`src/rtl/decoder_scan_nto2n_pkg.sv`:
```
// Shared definitions for the scanning N-to-2^N decoder: mode encoding and width helpers.
package decoder_scan_nto2n_pkg;

    typedef enum logic {
        MODE_DECODE = 1'b0,
        MODE_SCAN   = 1'b1
    } mode_t;

    function automatic int unsigned out_width(input int unsigned n);
        return 32'd1 << n;
    endfunction

    // The hold counter keeps at least one bit so HOLD=1 still has a legal register.
    function automatic int unsigned hold_width(input int unsigned hold);
        return (hold > 1) ? $clog2(hold) : 1;
    endfunction

endpackage

```
`src/rtl/decoder_scan_nto2n_onehot_enc.sv`:
```
// Combinational N-to-2^N one-hot encoder with optional active-low output.
module onehot_enc
    import decoder_scan_nto2n_pkg::*;
#(
    parameter int unsigned N          = 2,
    parameter bit          ACTIVE_LOW = 1'b0
) (
    input  logic [N-1:0]              sel,
    output logic [out_width(N)-1:0]   y
);

    always_comb begin
        y      = '0;
        y[sel] = 1'b1;
        if (ACTIVE_LOW) begin
            y = ~y;
        end
    end

endmodule

```
`src/rtl/decoder_scan_nto2n.sv`:
```
// Registered N-to-2^N decoder with enable, polarity option and a HOLD-paced scan sequencer.
module decoder_scan_nto2n
    import decoder_scan_nto2n_pkg::*;
#(
    parameter int unsigned N          = 2,
    parameter int unsigned HOLD       = 20,
    parameter bit          ACTIVE_LOW = 1'b0
) (
    input  logic                      clk,
    input  logic                      rst_n,
    input  logic                      en,
    input  logic                      mode,
    input  logic                      load,
    input  logic [N-1:0]              sel_in,
    output logic [out_width(N)-1:0]   y,
    output logic [N-1:0]              idx,
    output logic                      wrap
);

    localparam int unsigned W  = out_width(N);
    localparam int unsigned HW = hold_width(HOLD);
    localparam logic [HW-1:0] HOLD_LAST = HW'(HOLD - 1);
    localparam logic [W-1:0]  Y_IDLE    = {W{ACTIVE_LOW}};

    mode_t          mode_sel;
    logic [HW-1:0]  hold_cnt;
    logic [HW-1:0]  hold_next;
    logic [N-1:0]   idx_next;
    logic [W-1:0]   y_enc;
    logic [W-1:0]   y_next;
    logic           wrap_next;

    always_comb begin
        mode_sel = mode_t'(mode);
    end

    // Encoder sits on idx_next so a load shows up on y in the same edge.
    onehot_enc #(
        .N          (N),
        .ACTIVE_LOW (ACTIVE_LOW)
    ) u_enc (
        .sel (idx_next),
        .y   (y_enc)
    );

    always_comb begin
        idx_next  = idx;
        hold_next = hold_cnt;
        wrap_next = 1'b0;
        y_next    = Y_IDLE;
        if (en) begin
            y_next = y_enc;
            if (load) begin
                idx_next  = sel_in;
                hold_next = '0;
            end else if (mode_sel == MODE_SCAN) begin
                if (hold_cnt == HOLD_LAST) begin
                    hold_next = '0;
                    idx_next  = idx + N'(1);
                    wrap_next = &idx;
                end else begin
                    hold_next = hold_cnt + HW'(1);
                end
            end else begin
                hold_next = '0;
            end
        end
    end

    always_ff @(posedge clk or negedge rst_n) begin
        if (!rst_n) begin
            idx      <= '0;
            hold_cnt <= '0;
            wrap     <= 1'b0;
            y        <= Y_IDLE;
        end else begin
            idx      <= idx_next;
            hold_cnt <= hold_next;
            wrap     <= wrap_next;
            y        <= y_next;
        end
    end

endmodule

```
`config.mk`:
```
export PLATFORM = sky130hd
export DESIGN_NAME = decoder_scan_nto2n
export DESIGN_NICKNAME = d
export VERILOG_FILES = /design/src/rtl/decoder_scan_nto2n_pkg.sv /design/src/rtl/decoder_scan_nto2n_onehot_enc.sv /design/src/rtl/decoder_scan_nto2n.sv
export SDC_FILE = /design/constraint.sdc
export NUM_CORES = 1
export LEC_CHECK = 0
export ABC_AREA = 1
export CELL_PAD_IN_SITES_DETAIL_PLACEMENT = 1
export CELL_PAD_IN_SITES_GLOBAL_PLACEMENT = 1
export CORE_ASPECT_RATIO = 0.8
export CORE_MARGIN = 4
export CORE_UTILIZATION = 25
export DETAILED_ROUTE_END_ITERATION = 16
export PLACE_DENSITY_LB_ADDON = 0.1
export SLEW_MARGIN = 30
export SYNTH_ARGS = -nofsm -noshare
export SYNTH_HDL_FRONTEND = slang
export SYNTH_SLANG_ARGS = --single-unit
```
`constraint.sdc`:
```
create_clock -name clk -period 1.6 [get_ports clk]
set_input_delay 0.48 -clock clk [delete_from_list [all_inputs] [get_ports clk]]
set_output_delay 0.48 -clock clk [all_outputs]
set_load 0.05 [all_outputs]
```
==> impl_metrics.json <==
{
  "endpoint_kind": "output pin",
  "core_area_mm2": 0.00223,
  "worstPathArrival_ps": 920,
  "synth_area_um2": 609,
  "crit_chain": "buf_12",
  "yosysWarnings": 0,
  "cts_hold_buffers": 0,
  "pin_count": 14,
  "hold_viol_final": 0,
  "slowest_stage": "dfrtp_1",
  "finalCriticalPeriod_ps": 1400,
  "drc_errors": 0,
  "grt.total_usage_pct": 11.0,
  "dp_cells": 113,
  "grt_overflow": 0,
  "placedInstanceArea_um2": 908,
  "die-area_mm2": 0.00330,
  "final.setup.tns_ps": 0,
  "tightest_slew_ps": 226,
  "synth_top_cell_area_share_pct": 49.3,
  "post-cts-setup-buffers": 0,
  "route.antenna.remaining_nets": 0,
  "insertion_delay_ps": 280,
  "cts_root_buf": "clkbuf_4",
  "cts_sinks": 12,
  "nNetsFinal": 102,
  "cts_buffer_depth": 2,
  "avgSynthCellArea_um2": 9.23,
  "p_per_area_mw_per_mm2": 874,
  "chipHeight_um": 52.2,
  "ys_top_cells_by_area": "dfrtp_1 49%, nand2_1 7.4%, nand3_2 6.6%, inv_1 6.2%, nor2_1 4.3%",
  "fin_util_pct": 42.3,
  "regArea_um2": 300,
  "ir_worst_vdd_uv": 422,
  "dr.pass1.iters": 2,
  "drive_gt1_share_pct": 32.6,
  "status": "finished, final reports clean",
  "report.final.slew_viol_count": 0,
  "syn2layout_area_growth_pct": 55.0,
  "max_slew_margin_pct": 84.9,
  "critical_path_class": "reg -> out",
  "required_ps": 1120,
  "grt_pass1_vias": 545,
  "rows": 15,
  "fill_cells": 255,
  "postSynthCellCount": 66,
  "timing.fmax_ghz": 0.713,
  "path_max_fanout": 4,
  "num_vias": 510,
  "cts.htree.levels": 1,
  "initial_core_util_pct": 27.3,
  "die_w_um": 63.2,
  "rsz0062_at_grt": "no",
  "startpoint_type": "flop",
  "antenna_found_initial": 0,
  "clkTransAtPathRegs_ps": 80,
  "diodes": 0,
  "cts-buffers-inserted": 3,
  "cts_tree": "done",
  "finalCritPeriodShare_pct": 87.7,
  "critPathMaxStageDelay_ps": 460,
  "via_per_inst": 4.36,
  "post_cts_resize_count": 0,
  "grt_pass1_wl_mm": 2.66,
  "crit_buf_inv": 1,
  "detail_route.wl_per_cell_um": 12.9,
  "grt_max_degree": 13,
  "multi_input_area_um2": 260,
  "final_cell_area_um2": 945,
  "ys_seq_elements": 12,
  "setup_viol": 0,
  "synth_fp_nets": 75,
  "maxCapViolCount": 0,
  "place_hpwl_mm": 1.20,
  "wl_mm": 1.51,
  "globalplace.congestion": 0.763,
  "synth.yosys.seq_area_share_pct": 49.3,
  "drtIter0Drc": 13,
  "portBuffers": 13,
  "yosysTopAreaCell": "dfrtp_1",
  "finalClockSkew_ps": 7.26,
  "crit_family": "flip-flops",
  "leakagePower_uw": 0.000488,
  "yosysUniqueCellTypes": 18,
  "hold_class": "in -> async",
  "fin_cells": 117
}
==> Yosys cell counts, drive strengths merged <==
cell     n
a31oi    1
a32o     1
buf      1
dfrtp   12
ha       2
inv     11
nand2   14
nand3    6
nand3b   1
nand4    4
nor2     9
xnor2    1
xor2     3
==> power by group <==
group	leakage (uW)	switching, uW	internal, uW	total, uW
logic	0.000309	118	110	228
registers	0.000158	26.7	325	351
clock network	0.0000210	108	138	247
total	0.000488	253	573	826
==> cell families (layout without fill, tap and decap cells) <==
family          after synthesis  in the layout  share of synthesized area [%]
compound gates                2              2                           2.67
xor+xnor                      4              4                           5.75
flops                        12             12                           49.3
buf+inv                      12             38                           8.01
simple gates                 34             34                           30.2
fa+ha+maj                     2              2                           4.11
==> final timing paths <==
check,cells after the start,slack [ps],to,start
max,1,200,idx[1],idx[1]$_DFF_PN0_
min,2,500,hold_cnt[2]$_DFFE_PN0P_,rst_n
max reg2reg,10,220,y[2]$_DFF_PN0_,hold_cnt[0]$_DFFE_PN0P_
min reg2reg,1,530,hold_cnt[1]$_DFFE_PN0P_,hold_cnt[1]$_DFFE_PN0P_
max in group asynchronous,2,930,idx[0]$_DFF_PN0_,rst_n
min in group clk,1,530,hold_cnt[1]$_DFFE_PN0P_,hold_cnt[1]$_DFFE_PN0P_
==> layer usage <==
| layer | up-vias | part of all wire (%) | GRT usage (%) | routed length, um |
|---|---|---|---|---|
| met5 | - | 0 | 0 | 0 |
| met3 | 2 | 5.0 | 4.54 | 75 |
| met1 | 235 | 55 | 15.8 | 826 |
| met2 | 10 | 39 | 14.7 | 595 |
| li1 | 263 | - | - | - |
| met4 | 0 | 0.80 | 3.23 | 12 |
==> flip-flops by register name, summed over array words and instances (netlist names) <==
register and count:
y 4, wrap 1, idx 2, hold_cnt 5
==> through the flow <==
step                      power (uW)  hold WS, ps  worst slack, ps
after floorplan                  461          184              124
after global placement           587          511            -60.4
after detailed placement         588          520            -63.7
after CTS                        844          503              181
after global routing             878          513             21.9
final                            826          504              197
==> final cells by class <==
cell class                      count  area share (%)
Multi-Input combinational cell     42            27.5
Timing Repair Buffer               23            29.1
Sequential cell                    12            31.8
Clock buffer                        4            3.84
Tap cell                           25            3.31
Inverter                           11            4.37
==> cell usage in the layout, fill, tap and decap left out, drive strengths merged <==
cell and instances:
buf 17, nor2 9, inv 11, dfrtp 12, nand2 14, nand3b 1
xor2 3, nand3 6, xnor2 1, nand4 4, a31oi 1, a32o 1
clkbuf 4, clkdlybuf4s50 6, ha 2
Note: power is estimated with default switching activity, not from simulation.
